### config.mk
export PLATFORM = sky130hd
export DESIGN_NAME = cordic_hyperbolic_iter
export DESIGN_NICKNAME = d
export VERILOG_FILES = /design/src/rtl/cordic_hyperbolic_iter.sv
export SDC_FILE = /design/constraint.sdc
export NUM_CORES = 1
export LEC_CHECK = 0
export ABC_AREA = 1
export BUFFER_PORTS_ARGS = -buffer_cell sky130_fd_sc_hd__buf_2
export CAP_MARGIN = 20
export CORE_ASPECT_RATIO = 1.2
export CORE_MARGIN = 2
export CORE_UTILIZATION = 50
export DETAILED_ROUTE_END_ITERATION = 6
export GPL_TIMING_DRIVEN = 1
export PLACE_DENSITY = 0.71
export SYNTH_ARGS = -nofsm -noshare
export SYNTH_HDL_FRONTEND = slang
export SYNTH_SLANG_ARGS = --single-unit
### constraint.sdc
create_clock -name clk -period 10.27 [get_ports clk]
set_clock_uncertainty 0.05 [all_clocks]
set_input_delay 1.027 -clock clk [delete_from_list [all_inputs] [get_ports clk]]
set_output_delay 1.027 -clock clk [all_outputs]
set_load 0.005 [all_outputs]
### src/rtl/cordic_hyperbolic_iter.sv
// -----------------------------------------------------------------------------
// cordic_hyperbolic_iter
//
// Purpose:
//   Iterative (one micro-rotation per clock) hyperbolic CORDIC engine.
//   Rotation mode (mode=0) drives z toward 0, producing cosh/sinh-style
//   results in x/y. Vectoring mode (mode=1) drives y toward 0, accumulating
//   atanh(y/x) in z. The atanh angle table lives outside this block. The
//   block presents a shift index on angle_idx, and the table returns
//   atanh(2^-angle_idx) on angle_in in the same cycle.
//
//   Shift sequence over ITERATIONS steps: 1,2,3,4,4,5,...,ITERATIONS-1.
//   Shift 4 is taken twice because hyperbolic CORDIC only converges when
//   certain steps are repeated.
//
// Parameters:
//   FIXED_WIDTH : data/angle width (signed, Q2.14 at the default of 16)
//   ITERATIONS  : number of micro-rotation steps (legal range 5..13)
//
// Ports:
//   clk        in   sole clock, rising edge
//   rst        in   synchronous active-high reset
//   start      in   operation request, only looked at while idle
//   mode       in   0 = rotation, 1 = vectoring (captured with start)
//   x_in       in   signed operand x (captured with start)
//   y_in       in   signed operand y (captured with start)
//   z_in       in   signed operand z / angle (captured with start)
//   angle_idx  out  shift index for the external atanh table, 0 when not running
//   angle_in   in   atanh(2^-angle_idx) from the external table (combinational)
//   x_out      out  registered x result, held until the next completion
//   y_out      out  registered y result, held until the next completion
//   z_out      out  registered z result, held until the next completion
//   busy       out  high while an operation is in flight (RUN and DONE)
//   done       out  one-cycle pulse in the cycle the results update
//
// Configuration:
//   CORDIC_HYP_SAT_EN : when defined, the x/y/z updates saturate to the most
//                       positive/negative FIXED_WIDTH value on overflow.
//                       When undefined (default), they wrap modulo
//                       2^FIXED_WIDTH.
// -----------------------------------------------------------------------------
module cordic_hyperbolic_iter #(
    parameter int FIXED_WIDTH = 16,
    parameter int ITERATIONS  = 9
) (
    input  logic                                clk,
    input  logic                                rst,
    input  logic                                start,
    input  logic                                mode,
    input  logic signed [FIXED_WIDTH-1:0]       x_in,
    input  logic signed [FIXED_WIDTH-1:0]       y_in,
    input  logic signed [FIXED_WIDTH-1:0]       z_in,
    output logic        [$clog2(ITERATIONS):0]  angle_idx,
    input  logic signed [FIXED_WIDTH-1:0]       angle_in,
    output logic signed [FIXED_WIDTH-1:0]       x_out,
    output logic signed [FIXED_WIDTH-1:0]       y_out,
    output logic signed [FIXED_WIDTH-1:0]       z_out,
    output logic                                busy,
    output logic                                done
);

    localparam int IDX_W = $clog2(ITERATIONS) + 1;
    localparam int CNT_W = $clog2(ITERATIONS);

    localparam logic [CNT_W-1:0] LAST_STEP  = CNT_W'(ITERATIONS - 1);
    localparam logic [IDX_W-1:0] FIRST_SHIFT = IDX_W'(1);
    localparam logic [IDX_W-1:0] REP_SHIFT   = IDX_W'(4);

    typedef enum logic [1:0] {
        IDLE = 2'd0,
        RUN  = 2'd1,
        DONE = 2'd2
    } state_t;

    state_t                        state;
    logic                          mode_r;
    logic signed [FIXED_WIDTH-1:0] x_r;
    logic signed [FIXED_WIDTH-1:0] y_r;
    logic signed [FIXED_WIDTH-1:0] z_r;
    logic        [CNT_W-1:0]       step_cnt;
    logic        [IDX_W-1:0]       shift_r;
    logic                          rep_done;

    logic                          d_pos;
    logic signed [FIXED_WIDTH-1:0] x_sh;
    logic signed [FIXED_WIDTH-1:0] y_sh;
    logic signed [FIXED_WIDTH-1:0] x_next;
    logic signed [FIXED_WIDTH-1:0] y_next;
    logic signed [FIXED_WIDTH-1:0] z_next;

    // Add (sub=0) or subtract (sub=1) two working values. The result either
    // wraps naturally or clamps at the rails, depending on the build.
    function automatic logic signed [FIXED_WIDTH-1:0] add_sub(
        input logic signed [FIXED_WIDTH-1:0] a,
        input logic signed [FIXED_WIDTH-1:0] b,
        input logic                          sub
    );
`ifdef CORDIC_HYP_SAT_EN
        logic [FIXED_WIDTH:0] s;
        // One guard bit. The top two bits disagree exactly when the true
        // result does not fit, and the guard bit then gives the true sign.
        if (sub) begin
            s = {a[FIXED_WIDTH-1], a} - {b[FIXED_WIDTH-1], b};
        end else begin
            s = {a[FIXED_WIDTH-1], a} + {b[FIXED_WIDTH-1], b};
        end
        if (s[FIXED_WIDTH] != s[FIXED_WIDTH-1]) begin
            if (s[FIXED_WIDTH]) begin
                add_sub = {1'b1, {(FIXED_WIDTH-1){1'b0}}};
            end else begin
                add_sub = {1'b0, {(FIXED_WIDTH-1){1'b1}}};
            end
        end else begin
            add_sub = s[FIXED_WIDTH-1:0];
        end
`else
        if (sub) begin
            add_sub = a - b;
        end else begin
            add_sub = a + b;
        end
`endif
    endfunction

    // The shift register is zero whenever the engine is not running, so it
    // can drive the table index directly.
    assign angle_idx = shift_r;

    // Micro-rotation datapath. d_pos selects d=+1. In rotation mode it
    // follows the sign of the residual angle. In vectoring mode it is set
    // when y is negative, which pushes y back up toward zero. Both x and y
    // use the old (pre-step) values of the other coordinate.
    always_comb begin
        d_pos  = mode_r ? y_r[FIXED_WIDTH-1] : ~z_r[FIXED_WIDTH-1];
        x_sh   = x_r >>> shift_r;
        y_sh   = y_r >>> shift_r;
        x_next = add_sub(x_r, y_sh, ~d_pos);
        y_next = add_sub(y_r, x_sh, ~d_pos);
        z_next = add_sub(z_r, angle_in, d_pos);
    end

    // Control FSM plus all state. IDLE captures operands on start. RUN steps
    // once per clock through the shift sequence and repeats shift 4 once.
    // DONE copies the working registers to the outputs and pulses done.
    // busy drops together with done rising, so a new start can be accepted
    // in that same cycle.
    always_ff @(posedge clk) begin
        if (rst) begin
            state    <= IDLE;
            mode_r   <= 1'b0;
            x_r      <= '0;
            y_r      <= '0;
            z_r      <= '0;
            step_cnt <= '0;
            shift_r  <= '0;
            rep_done <= 1'b0;
            x_out    <= '0;
            y_out    <= '0;
            z_out    <= '0;
            busy     <= 1'b0;
            done     <= 1'b0;
        end else begin
            done <= 1'b0;
            case (state)
                IDLE: begin
                    if (start) begin
                        x_r      <= x_in;
                        y_r      <= y_in;
                        z_r      <= z_in;
                        mode_r   <= mode;
                        step_cnt <= '0;
                        shift_r  <= FIRST_SHIFT;
                        rep_done <= 1'b0;
                        busy     <= 1'b1;
                        state    <= RUN;
                    end
                end

                RUN: begin
                    x_r      <= x_next;
                    y_r      <= y_next;
                    z_r      <= z_next;
                    step_cnt <= step_cnt + 1'b1;
                    if (step_cnt == LAST_STEP) begin
                        shift_r <= '0;
                        state   <= DONE;
                    end else if (shift_r == REP_SHIFT && !rep_done) begin
                        rep_done <= 1'b1;
                    end else begin
                        shift_r <= shift_r + 1'b1;
                    end
                end

                DONE: begin
                    x_out <= x_r;
                    y_out <= y_r;
                    z_out <= z_r;
                    done  <= 1'b1;
                    busy  <= 1'b0;
                    state <= IDLE;
                end

                default: begin
                    state   <= IDLE;
                    shift_r <= '0;
                    busy    <= 1'b0;
                end
            endcase
        end
    end

endmodule

Word level (Yosys, flattened, before mapping):

Index checks and enable logic that the tools add are counted.

* add/sub/neg operators: 8
* reductions and logical operators: 10
* multiplexer cells: 26
* shift-type cells: 2
* eq/ne operators: 9
* bitwise operators: 3

Operators with widths (number)
* $mux 16: 6
* $pmux 16 s2: 3
* $add 16x16->16: 3
* $sub 16x16->16: 3
* $sshr 16x5->16: 2
* $mux 5: 3
* $pmux 5 s3: 1
* $ne 2x2->1 const B: 4
* $pmux 4 s2: 1
* $reduce_and 2->1: 4
* $mux 1: 6
* $add 5x1->5 const B: 1
* $eq 5x3->1 const B: 1
* $add 4x1->4 const B: 1
* $eq 4x4->1 const B: 1
* $mux 2: 2
* $mux 4: 1
* $pmux 1 s2: 2
* $pmux 2 s2: 1
* $reduce_and 4->1: 1
* $ne 3x3->1 const B: 1
* $not 1->1: 3
* $reduce_and 3->1: 1
* $eq 2x1->1 const B: 1
* 5 further kinds: 5

* bits in registers: 111
* output and inout bits: 55
* input port bits: 68
* logic and storage cells: 71

Depth between registers and ports, before layout:

* depth after elaboration: 5
* gate-level depth with buffers: 33
* mapped depth without buffers: 32

Least setup slack after synthesis:

Ideal clock, no wire load.

* kind: register to register
* from: register shift_r[0] (netlist: angle_idx[0])
* to: register y_r[15]
* library setup time: 0.132 ns
* path buffers: 2
* arrival time: 3.583 ns
* data required time: 10.088 ns
* clock period less this slack: 3.765 ns
* cell stages (with the launch flop): 30
* setup slack: 6.505 ns
* cells stage by stage: dfxtp_1 -> buf_6 -> buf_6 -> mux2i_1 -> nand2_1 -> o211ai_1 -> nand3_1 -> nand2_1 -> nand2_1 -> inv_1 -> ha_1 -> inv_1 -> nor3_4 -> nand2_2 -> o21ai_2 -> o21ai_1 -> xor2_1 -> inv_1 -> ha_1 -> a21oi_1 -> o21a_1 -> inv_1 -> a211oi_1 -> nand2_1 -> xor2_1 -> nand3b_1 -> nand2_1 -> nand2_1 -> nand2_1 -> a21oi_1

* word-level cells in the longest chain between the ends: 4
* elaborated cells between the ends (all ways): 5
* classes of those cells: 2 x add/sub; 1 x shift; 2 x mux

RTL lines
* start, declared: line 81 `logic [IDX_W-1:0] shift_r;`
* start signal, assigned: line 190 `shift_r <= shift_r + 1'b1;`
* $sshr 16x5->16 (*): line 135 `x_sh = x_r >>> shift_r;`
* $sub 16x16->16 / $add 16x16->16 (equally long branches): line 118, 120
* $mux 16 (*): line 117 `if (sub) begin`
* $pmux 16 s2 (*): line 164 `case (state)`
* end signal, assigned: line 168 `y_r <= y_in;`
* end signal, assigned: line 181 `y_r <= y_next;`
* end, declared: line 78 `logic signed [FIXED_WIDTH-1:0] y_r;`

Every way passes the cells marked *; elsewhere a longest branch is shown, timed or not.
A chain may end at the register's enable or synchronous reset.

Final worst setup path:

* from: register shift_r[2] (netlist: angle_idx[2])
* to: register y_r[13]

Same word-level chain as after synthesis.

==> flow_summary.toml <==
[status]
status = "completed"

[sta]
setup_viol = 0
worstMarginPinSlew_ps = 945
drv_slew = 0
fin_crit_ps = 4800
hold_viol = 0
rsz0062_at_grt = "no"
timing.fmax_ghz = 0.208
period_share_pct = 46.8
setup_tns_ps = 0
relSlewSlack_pct = 37.0

[worst_setup_path]
critPathLaunchType = "register"
cp_num_buf_inv = 6
cp.arrival_ps = 4980
endpoint_kind = "register"
slowest_stage = "dfxtp_1"
cpMostUsedCell = "nand2_1"
max_stage_delay_ps = 680
crit_fanout = 16
setup.worst_path.class = "register to register"
path_delay_family = "simple AND/OR/NAND/NOR gates"
cp.required_ps = 10440

[finish]
drive_gt1_share_pct = 12.3
nNetsFinal = 1643
final_util_pct = 56.9
finish.instance_area_um2 = 10000
final_common_cell = "nand2_1"
layout_common_cells = "325 x nand2_1, 184 x nor2_1, 128 x inv_1, 128 x o21ai_0, 124 x a21oi_1"
areaGrowthSynthToFinish_pct = 10.9

[synth]
synth_nets = 1570
synth_top_cell_by_area = "dfxtp_1"
synth_warnings = 0
synthDistinctLibCells = 43
synth_xor_area_share_pct = 7.00
synth_area_leaders = "dfxtp_1 25%, nand2_1 14%, ha_1 8.3%"
synth_cells = 1439
yosysSeqAreaShare_pct = 24.7
netlist_area_um2 = 9010
yosys.area_share.simple_pct = 30.6
synth_top_family_by_area = "simple AND/OR/NAND/NOR gates"
synthMuxAreaShare_pct = 0.111
avgSynthCellArea_um2 = 6.26
synth_compound_area_share_pct = 19.4
synth_top_cell_area_share_pct = 24.7
ys_ff_latch = 111
synthAdderAreaFrac_pct = 9.00

[grt]
grt_max_degree = 68
track_usage_pct = 29.2
grt_pass1_vias = 9122
grt_overflow = 0
grt_first_pass_wirelength_mm = 44.8
antenna_found_initial = 1

[die]
die_x_um = 127
die_area_um2 = 19100
ioPinCount = 123
die_y_um = 151
rows = 53
start_util_pct = 51.3
core_area_um2 = 17600

[clock_network]
h-tree-depth = 3
clkSinkCount = 111
path_clk_slew_ps = 80
post_cts_buffers = 0
clockRootBuffer = "clkbuf_16"
cts_tree = "done"
ctsResizeCount = 0
cts_buffers = 9
hold_buffers = 0
worstSkewPairLatency_ps = 360
cts_buffer_depth = 2

[route]
post-route-drc-count = 0
dr.pass1.iters = 5
wirelength_mm = 28.2
drtIter0Drc = 761
vias = 9638
wl_per_cell_um = 16.2
postRouteAntennaNets = 0
viasPerCell = 5.55

[power]
ir_worst_vdd_mv = 0.0864
power_leakage_nw = 5.22
power.total_w = 0.00173
power_density_nw_per_um2 = 173

[hold_path]
hold_path.class = "register to register"

[flow_run]
max_cap_violations = 0

[placed_design]
placed_cell_area_um2 = 9670
io_buffers = 122
gp_congestion = 0.964
dp_hpwl_mm = 21.0
## area by class of cell
class	instances	area [um2]
Antenna cell	1	2.50
Clock buffer	10	239
Clock inverter	6	87.6
Fill cell	1796	7580
Inverter	133	499
Multi-Input combinational cell	1123	5970
Sequential cell	111	2220
Tap cell	220	275
Timing Repair Buffer	134	701
## Yosys cell counts (all sizes together)
cell type / n
a211oi: 5
a21boi: 2
a21o: 1
a21oi: 128
a22oi: 1
a31oi: 8
and2: 2
buf: 24
clkbuf: 48
clkinv: 2
dfxtp: 111
fa: 3
ha: 60
inv: 131
mux2i: 1
nand2: 332
nand3: 113
nand3b: 2
nand4: 6
nor2: 191
nor3: 13
nor4: 1
o211ai: 9
o21a: 2
o21ai: 142
o221ai: 4
o22ai: 10
o31ai: 6
or2: 9
xnor2: 21
xor2: 51
## per-layer routing
| layer | vias up | share of wire, % | GRT usage (%) |
|---|---|---|---|
| met2 | 307 | 48 | 50.3 |
| met3 | 86 | 5.7 | 3.50 |
| met4 | 0 | 5.2 | 17.3 |
| li1 | 4858 | - | - |
| met5 | - | 0 | 0 |
| met1 | 4387 | 41 | 35.0 |
## flip-flops by register name, summed over array words and instances (netlist names)
signal,flops
x_out,16
x_r,16
y_out,16
y_r,16
z_out,16
z_r,16
angle_idx,5
step_cnt,4
state,2
busy,1
done,1
mode_r,1
rep_done,1
## path summary, 6_finish.rpt
| check | slack, ps | end | cells past startpoint | from |
|---|---|---|---|---|
| worst min register to register | 420 | busy$_SDFFE_PP0P_ | 2 | busy$_SDFFE_PP0P_ |
| worst max-delay path | 5470 | y_r[13]$_SDFFE_PP0P_ | 29 | angle_idx[2]$_SDFFE_PP0P_ |
| worst min-delay path | 420 | busy$_SDFFE_PP0P_ | 2 | busy$_SDFFE_PP0P_ |
| worst max register to register | 5470 | y_r[13]$_SDFFE_PP0P_ | 29 | angle_idx[2]$_SDFFE_PP0P_ |
## logic make-up after synthesis
kind of cell / count (synthesis)
mux: 1
xor+xnor: 72
simple gates: 669
compound gates: 318
fa+ha+maj: 63
buf+inv: 205
flops: 111
## per-stage QoR
stage	setup slack, ps	hold WS (ps)	std cells
floorplan	6500	396	1439
global placement	5680	404	1721
detailed placement	5570	407	1721
CTS	5520	419	1737
global route	4990	462	1738
finish	5470	416	1738
## report_power, final
group | internal (W) | total (W) | leakage (nW) | switching (W)
clock network | 0.000202 | 0.000385 | 0.155 | 0.000183
logic | 0.000310 | 0.000830 | 4.16 | 0.000520
registers | 0.000458 | 0.000511 | 0.907 | 0.0000533
## worst min-delay path, stage by stage (launching register included)
cell and delay (ps):
dfxtp_1 310, nand2_1 50, a21oi_1 60
Note: power is estimated with default switching activity, not from simulation.
